File: config.mk
export PLATFORM = sky130hd
export DESIGN_NAME = flit_demux_1xn
export DESIGN_NICKNAME = d
export VERILOG_FILES = /design/src/rtl/noc_flit_pkg.sv /design/src/rtl/flit_demux_1xn.sv
export SDC_FILE = /design/constraint.sdc
export NUM_CORES = 1
export LEC_CHECK = 0
export CAP_MARGIN = 20
export CORE_AREA = 2 2 109 111
export DETAILED_ROUTE_END_ITERATION = 10
export DIE_AREA = 0 0 111 113
export SETUP_SLACK_MARGIN = 0.3
export SYNTH_ARGS = -nofsm -noshare
export SYNTH_HDL_FRONTEND = slang
export SYNTH_SLANG_ARGS = --single-unit
export TNS_END_PERCENT = 5
File: constraint.sdc
create_clock -name clk_i -period 5.2 [get_ports clk_i]
set_input_delay 1.04 -clock clk_i [delete_from_list [all_inputs] [get_ports clk_i]]
set_output_delay 1.04 -clock clk_i [all_outputs]
set_load 0.05 [all_outputs]
File: src/rtl/noc_flit_pkg.sv
// Shared flit definitions for the NoC crossbar mux and the 1:N egress demux.
package noc_flit_pkg;

   typedef enum logic [1:0] {
      BODY      = 2'b00,
      HEAD      = 2'b01,
      TAIL      = 2'b10,
      HEAD_TAIL = 2'b11
   } flit_type_t;

   typedef enum logic {
      IDLE = 1'b0,
      BUSY = 1'b1
   } demux_state_t;

   // Widest select vector the one-hot helper accepts; callers zero-extend.
   localparam int ONEHOT_MAX_W = 32;

   function automatic logic is_onehot(input logic [ONEHOT_MAX_W-1:0] vec);
      return (vec != {ONEHOT_MAX_W{1'b0}}) &&
             ((vec & (vec - ONEHOT_MAX_W'(1))) == {ONEHOT_MAX_W{1'b0}});
   endfunction

endpackage

File: src/rtl/flit_demux_1xn.sv
// 1:N wormhole flit demux: head latches a one-hot route, the packet follows it
// through one registered output stage. Optional sticky err_o via FLIT_DEMUX_ERR_EN.
module flit_demux_1xn
   import noc_flit_pkg::*;
#(
   parameter int OUT_N  = 5,
   parameter int DATA_W = 64
) (
   input  logic              clk_i,
   input  logic              rst_ni,
   input  logic [DATA_W-1:0] data_i,
   input  logic [1:0]        type_i,
   input  logic [OUT_N-1:0]  sel_i,
   input  logic              vld_i,
   output logic              rdy_o,
   output logic [DATA_W-1:0] data_o,
   output logic [1:0]        type_o,
   output logic [OUT_N-1:0]  vld_o,
   input  logic [OUT_N-1:0]  rdy_i
`ifdef FLIT_DEMUX_ERR_EN
   ,
   output logic              err_o
`endif
);

   demux_state_t      state_r;
   demux_state_t      state_nxt_s;
   logic [OUT_N-1:0]  route_r;
   logic [OUT_N-1:0]  route_nxt_s;
   logic [OUT_N-1:0]  vld_r;
   logic [DATA_W-1:0] data_r;
   flit_type_t        type_r;
   flit_type_t        flit_s;
   logic [OUT_N-1:0]  fwd_route_s;
   logic              out_fire_s;
   logic              rdy_s;
   logic              in_fire_s;
   logic              sel_ok_s;
   logic              fwd_s;
   logic              err_s;

   // Only the routed output can hold a flit, so other rdy_i bits mask out here.
   assign out_fire_s = |(vld_r & rdy_i);
   assign rdy_s      = (vld_r == {OUT_N{1'b0}}) | out_fire_s;
   assign in_fire_s  = vld_i & rdy_s;
   assign sel_ok_s   = is_onehot(ONEHOT_MAX_W'(sel_i));
   assign flit_s     = flit_type_t'(type_i);

   // Next state, route latch and forward/error decision for the accepted flit.
   always_comb begin
      state_nxt_s = state_r;
      route_nxt_s = route_r;
      fwd_route_s = route_r;
      fwd_s       = 1'b0;
      err_s       = 1'b0;
      if (in_fire_s) begin
         case (state_r)
            IDLE: begin
               case (flit_s)
                  HEAD: begin
                     if (sel_ok_s) begin
                        fwd_s       = 1'b1;
                        fwd_route_s = sel_i;
                        route_nxt_s = sel_i;
                        state_nxt_s = BUSY;
                     end else begin
                        err_s = 1'b1;
                     end
                  end
                  HEAD_TAIL: begin
                     if (sel_ok_s) begin
                        fwd_s       = 1'b1;
                        fwd_route_s = sel_i;
                     end else begin
                        err_s = 1'b1;
                     end
                  end
                  default: err_s = 1'b1;
               endcase
            end
            BUSY: begin
               case (flit_s)
                  BODY:    fwd_s = 1'b1;
                  TAIL: begin
                     fwd_s       = 1'b1;
                     state_nxt_s = IDLE;
                  end
                  default: err_s = 1'b1;
               endcase
            end
            default: state_nxt_s = IDLE;
         endcase
      end else begin
         state_nxt_s = state_r;
      end
   end

   // FSM state, latched route and the single registered output stage.
   always_ff @(posedge clk_i) begin
      if (!rst_ni) begin
         state_r <= IDLE;
         route_r <= {OUT_N{1'b0}};
         vld_r   <= {OUT_N{1'b0}};
         data_r  <= {DATA_W{1'b0}};
         type_r  <= BODY;
      end else begin
         state_r <= state_nxt_s;
         route_r <= route_nxt_s;
         if (fwd_s) begin
            vld_r  <= fwd_route_s;
            data_r <= data_i;
            type_r <= flit_s;
         end else if (out_fire_s) begin
            vld_r <= {OUT_N{1'b0}};
         end else begin
            vld_r <= vld_r;
         end
      end
   end

   assign rdy_o  = rdy_s;
   assign vld_o  = vld_r;
   assign data_o = data_r;
   assign type_o = type_r;

`ifdef FLIT_DEMUX_ERR_EN
   logic err_r;

   // Sticky protocol-error flag, cleared only by reset.
   always_ff @(posedge clk_i) begin
      if (!rst_ni) begin
         err_r <= 1'b0;
      end else if (err_s) begin
         err_r <= 1'b1;
      end else begin
         err_r <= err_r;
      end
   end

   assign err_o = err_r;
`else
   wire unused_err_s = err_s;
`endif

endmodule

======== Word level (Yosys, flattened, before mapping) ========
Index checks and enable logic that the tools add are counted.
cells by class
  $add $sub $neg .......................... 1
  equality and inequality tests ........... 3
  mux-type cells .......................... 14
  bitwise logic cells ..................... 5
  reductions and logical operators ........ 10
operators with widths
  cell                   count
  $and A5 B32 Y32        1
  $logic_not A32 Y1      1
  $mux W5                6
  $mux W1                6
  $sub A5 B1 Y6 const B  1
  $and A5 B5 Y5          1
  $logic_not A5 Y1       1
  $reduce_bool A5 Y1     1
  $reduce_or A5 Y1       1
  $eq A2 B2 Y1 const B   2
  $pmux W1 S2            2
  $reduce_or A2 Y1       2
  $reduce_and A3 Y1      1
  $eq A2 B1 Y1 const B   1
  $logic_not A2 Y1       1
  $reduce_bool A2 Y1     1
  $and A1 B1 Y1          1
  $logic_and A1 B1 Y1    1
  $not A1 Y1             1
  $or A1 B1 Y1           1
storage, ports and cells
  bits in registers ....................... 77
  input bits .............................. 79
  output and inout bits ................... 72
  word-level logic and storage cells ...... 38

======== Logic depth before layout (Yosys ltp) ========
Gate-level depths: netlist of the first run.
  depth in word-level cells ............... 9
  mapped depth ............................ 8
  depth with buffers taken out ............ 5

======== Worst setup path before layout of the first run ========
No wires, ideal clock.
  kind .................................... input to output
  from .................................... input port rdy_i[1]
  to ...................................... output port rdy_o
  arrival ................................. 1.777 ns
  data required time ...................... 4.160 ns
  slack ................................... 2.383 ns
  stages .................................. 2
  buffers on the path ..................... 0
  cell sequence ........................... a222oi_1 o211ai_2
between the ends
  cells in the longest elaborated chain, start to end .. 3
RTL lines
  what                RTL line              RTL
  start: declaration  flit_demux_1xn.sv:19  input logic [OUT_N-1:0] rdy_i
  $and A5 B5 Y5       flit_demux_1xn.sv:43  assign out_fire_s = |(vld_r & rdy_i);
  $reduce_or A5 Y1    flit_demux_1xn.sv:43
  $or A1 B1 Y1        flit_demux_1xn.sv:44  assign rdy_s = (vld_r == {OUT_N{1'b0}}) | out_fire_s;
  end: declaration    flit_demux_1xn.sv:15  output logic rdy_o,
No other way between the ends.

======== Worst setup path in the final report of the first run ========
Ends and elaborated chain as after synthesis.

==> results of run 1 <==
state kept, by name, indices dropped and copies added, names as in the netlist:
| signal | cells |
|---|---|
| state_r | 1 |
| type_o | 2 |
| vld_o | 5 |
| data_o | 64 |
| route_r | 5 |
through the flow:
| step | area [um^2] | setup slack (ns) | util | std cells |
|---|---|---|---|---|
| after detailed placement | 4820 | 1.43 | 0.428 | 638 |
| after global routing | 5200 | 1.37 | 0.461 | 654 |
| after global placement | 4820 | 1.44 | 0.428 | 638 |
| final | 5200 | 1.42 | 0.461 | 654 |
| after floorplan | 3340 | 2.38 | - | 369 |
| after CTS | 5200 | 1.42 | 0.461 | 654 |
report_power, final:
part / total, uW / switching, uW / internal, uW
Clock: 776 / 246 / 530
Sequential: 610 / 7.08 / 603
Combinational: 197 / 102 / 95.3
Total: 1580 / 355 / 1230
kinds of logic (layout without fill, tap and decap cells):
kind of cell,after synthesis,count (layout),share of synthesized area
AOI/OAI and AO/OA,24,24,0.0524
xor gates and xnor gates,1,1,0.00262
buffers and inverters,30,172,0.0685
DFF,77,77,0.461
muxes,70,70,0.210
and+or+nand+nor,167,167,0.206
final timing paths:
path	startpoint	endpoint	depth (start not counted)	slack, ns
max	rdy_i[1]	rdy_o	4	1.42
min	route_r[3]	route_r[3]	2	0.45
max reg2reg	vld_o[1]	data_o[13]	6	2.48
min reg2reg	route_r[3]	route_r[3]	2	0.45
layout by cell type, fill, tap and decap left out, types with 2 or more instances in the layout:
| master | instances |
|---|---|
| a21oi_1 | 3 |
| a22oi_1 | 5 |
| and3b_1 | 2 |
| buf_4 | 4 |
| bufinv_16 | 4 |
| clkbuf_16 | 9 |
| clkdlybuf4s50_1 | 149 |
| dfxtp_1 | 77 |
| inv_1 | 3 |
| mux2i_1 | 70 |
| nand2_1 | 148 |
| nand3_1 | 2 |
| nor2b_1 | 4 |
| o21ai_0 | 5 |
| o22ai_1 | 2 |
| or4_1 | 2 |
area by class of cell:
cell class | instances | share of cell area
flip-flops and latches | 77 | 0.297
well taps | 143 | 0.0344
inverters | 3 | 0.00217
multi-input cells | 262 | 0.302
repair buffers | 153 | 0.293
clock inverters | 6 | 0.0258
clock buffers | 10 | 0.0460
routing by layer:
layer | wire [um] | up-vias | part of all wire
met2 | 4280 | 89 | 0.50
met3 | 661 | 7 | 0.078
met4 | 113 | 0 | 0.013
met5 | 0 | - | 0
li1 | - | 1497 | -
met1 | 3460 | 1322 | 0.41
worst min-delay path, delay by kind of cell (launching register included):
family | cells | cell delay (ns)
simple gates | 1 | 0.05
flops | 1 | 0.30
mux | 1 | 0.05
==> summary.txt, run 1 <==
Top-Level Pins: 151
Pin slew with the least headroom to its limit: 0.994 ns
DR iter-0 viols: 70
Top-count cell post-synth: nand2_1
GR Util met1: 0.145
Gr ovfl total: 0
Nets: 585
Standard-cell row count: 39
Area of the multi-input gates: 0.00157 mm^2
CP bufs+invs: 2
Final WL: 8510 um
Crit Path Max Fanout: 2
Die H: 113 um
#FFs+latches synth: 77
Outcome: finished clean
Final setup vio count: 0
Unrepaired setup endpoints after global routing: no
Clock Skew: 0.00572 ns
Initial DRT Pass Iterations: 4
Grt peak-use layer: met2
Post-synth top area share: 0.461
First-pass GRT wire length: 13600 um
Worst-path cell chain: clkdlybuf4s50_1 > a222oi_1 > o211ai_2 > clkdlybuf4s50_1
Initial antenna violation count: 0
Met2 GRT Util: 0.235
Global Route Usage Sum: 0.135
Hold slack: 0.453 ns
Syn-to-layout area delta: 55.5%
Post-synth top flop: dfxtp_1
Synth Net Count: 448
Delay-heaviest family, CP: buffers and inverters
Asr flop ratio synth: 0
Share of layout cells above drive strength 1: 0.0489
Wire per inst: 13.0 um
DRC viols: 0
FMAX: 265 MHz
Post-route setup TNS: 0 ns
Post-synth EDFFs: 0
Yosys top cell by area: dfxtp_1
Clock Latency Late Sink: 0.34 ns
Crit path capture type: output pin
Setup Buffers After CTS: 0
Largest net degree at the start of global routing: 99
Rel. slew slack: 0.337
Most used cell, CP: clkdlybuf4s50_1
Total power draw: 1580 uW
Starting Density: 0.296
Main area contributors after synthesis: dfxtp_1, mux2i_1, nand2_1
Req. time, crit path: 4.16 ns
Root buf cell: clkbuf_16
Final hold vios: 0
N_diodes: 0
Min cycle time layout: 3.78 ns
Cell variety after synth: 35
# hold bufs at CTS: 0
H-tree Lvls: 3
Setup crit start kind: primary input
Routability cong.: 0.796
Largest stage delay on the critical path: 0.73 ns
Register area: 0.00154 mm^2
Cts repair resizes: 0
Via count: 2915
Crit path kind: in -> out
TritonCTS Buffers: 9
Sink Count: 77
Vias per cell: 4.46
Die ar.: 0.0125 mm^2
Clk slew on worst S/H paths: 0.06 ns
Sequential cell area fraction in the yosys report: 0.461
Die Wd: 111 um
Core area: 0.0113 mm^2
Vias in the first global route: 2810
Total of max-cap violations: 0
Peak VDD IR: 0.195 mV
Static Leak: 0.00184 uW
HP Class: reg -> reg
Port buffer count: 150
Synthesized instance count: 369
Synthesized area: 0.00334 mm^2
Tcrit/Tclk final: 0.726
Synth top cells by count: nand2_1, dfxtp_1, mux2i_1
CTS tree: yes
Crit path arrival time: 2.74 ns
Fillers: 1077
Slew Limit Fails: 0
Crit path max-delay cell type: clkdlybuf4s50_1
Syn_area_per_cell: 9.06 um^2
Met3 global-route usage: 0.0648
Post-detail-place hpwl: 5990 um
Clock Path Buffers: 2
YS warnings: 0
PwrDens: 305 mW/mm^2
Post-route ant nets: 0
Power figures use the tool's default switching activity.
==> run 2, diff against run 1 <==
==> constraint.sdc (replaced) <==
create_clock -name clk_i -period 3.44 [get_ports clk_i]
set_input_delay 0.688 -clock clk_i [delete_from_list [all_inputs] [get_ports clk_i]]
set_output_delay 0.688 -clock clk_i [all_outputs]
set_load 0.05 [all_outputs]
==> run 2 against run 1 <==
Total power is 42% higher. Register-to-register slack worse by 1.3 ns. Non-clock buffer count stayed put. Combinational power is 52% higher. Sequential cell count stayed put. Clock skew is 0.0014 ns higher. Largest cell class unchanged.
==> summary.txt, run 2 (synthesis gave the netlist of run 1 again) <==
Clk slew on worst S/H paths: 0.06 ns
PwrDens: 434 mW/mm^2
Vias in the first global route: 2912
Setup Buffers After CTS: 0
Sink Count: 77
Routability cong.: 0.820
Gr ovfl total: 0
Port buffer count: 150
Largest stage delay on the critical path: 0.44 ns
# hold bufs at CTS: 0
Worst-path cell chain: clkdlybuf4s50_1 > a222oi_1 > o211ai_2 > dlymetal6s2s_1
Initial antenna violation count: 0
Pin slew with the least headroom to its limit: 0.670 ns
CP bufs+invs: 2
Clock Skew: 0.00708 ns
Die Wd: 111 um
Fillers: 1059
Post-detail-place hpwl: 5780 um
Global Route Usage Sum: 0.134
Tcrit/Tclk final: 0.786
FMAX: 370 MHz
Clock Latency Late Sink: 0.33 ns
Crit path capture type: output pin
Largest net degree at the start of global routing: 79
Post-route ant nets: 0
Final hold vios: 0
Min cycle time layout: 2.70 ns
Area of the multi-input gates: 0.00157 mm^2
DRC viols: 0
Initial DRT Pass Iterations: 4
Design area: 0.00518 mm^2
Nets: 585
Crit path arrival time: 2.01 ns
Outcome: finished clean
Register area: 0.00154 mm^2
Post-Place Cell Area: 0.00485 mm^2
Vias per cell: 4.42
CTS tree: yes
Total of max-cap violations: 0
Met2 GRT Util: 0.240
GR Util met1: 0.143
Slew Limit Fails: 0
N_diodes: 0
Number of flip-flops in the largest register: 64
Crit Path Max Fanout: 2
Die H: 113 um
Via count: 2889
Syn-to-layout area delta: 55.0%
Delay-heaviest family, CP: buffers and inverters
Share of layout cells above drive strength 1: 0.0470
Core area: 0.0113 mm^2
Unrepaired setup endpoints after global routing: no
Top-Level Pins: 151
DR iter-0 viols: 117
Crit path max-delay cell type: a222oi_1
Static Leak: 0.00182 uW
Final WL: 8340 um
Grt peak-use layer: met2
TritonCTS Buffers: 9
Clock Path Buffers: 2
Req. time, crit path: 2.75 ns
First-pass GRT wire length: 13700 um
Starting Density: 0.296
Root buf cell: clkbuf_16
Wire per inst: 12.8 um
Peak VDD IR: 0.296 mV
Crit path kind: in -> out
Met3 global-route usage: 0.0605
Final setup vio count: 0
Standard-cell row count: 39
Rel. slew slack: 0.553
Hold slack: 0.453 ns
Total power draw: 2250 uW
Post-route setup TNS: 0 ns
Die ar.: 0.0125 mm^2
H-tree Lvls: 3
Setup crit start kind: primary input
Most frequent cells in the layout: nand2_1, clkdlybuf4s50_1, dfxtp_1
Cts repair resizes: 0
HP Class: reg -> reg
-- run 2: cell types whose count changed in the layout (fill, tap and decap cells not counted), sizes merged --
cell / change
clkinvlp: +2
dlymetal6s2s: +1
clkbuf: +1
clkinv: -1
clkdlybuf4s50: -1
bufinv: -2
-- run 2: layout make-up --
type,count,area share
Clock inverter,5,0.0162
Inverter,3,0.00217
Multi-Input combinational cell,262,0.303
Tap cell,143,0.0345
Timing Repair Buffer,153,0.299
Clock buffer,11,0.0469
Sequential cell,77,0.298
-- run 2: metal layers --
layer	wire, um	up-vias
met5	0	-
met4	95	0
met3	625	9
met2	4110	80
met1	3520	1307
li1	-	1493
-- run 2: worst paths after layout --
| check | startpoint | end | slack (ns) | cells past startpoint |
|---|---|---|---|---|
| setup reg to reg | vld_o[0] | data_o[40] | 1.22 | 6 |
| hold / removal | data_o[17] | data_o[17] | 0.45 | 2 |
| hold reg to reg | data_o[17] | data_o[17] | 0.45 | 2 |
| setup / recovery | rdy_i[1] | rdy_o | 0.74 | 4 |
-- run 2: where the power goes --
group	internal (uW)	leakage [uW]	switching [uW]
clock	657	0.000152	372
sequential	911	0.000622	10.1
combinational	146	0.00105	154
total	1710	0.00182	537
-- run 2: per-stage QoR --
stage          setup slack [ns]  instances   util
6_report                  0.737        654  0.459
5_1_grt                   0.690        654  0.459
4_1_cts                   0.340        654  0.459
3_5_place_dp              0.350        638  0.430
3_3_place_gp              0.381        638  0.430
2_1_floorplan             0.945        369      -
-- run 2: worst register-to-register path: cells and delay by family, from the launching register on --
| family | cells | cell delay, ns |
|---|---|---|
| AOI/OAI and AO/OA | 2 | 0.33 |
| DFF | 1 | 0.33 |
| muxes | 1 | 0.27 |
| buffers and inverters | 1 | 0.44 |
| and+or+nand+nor | 2 | 0.78 |
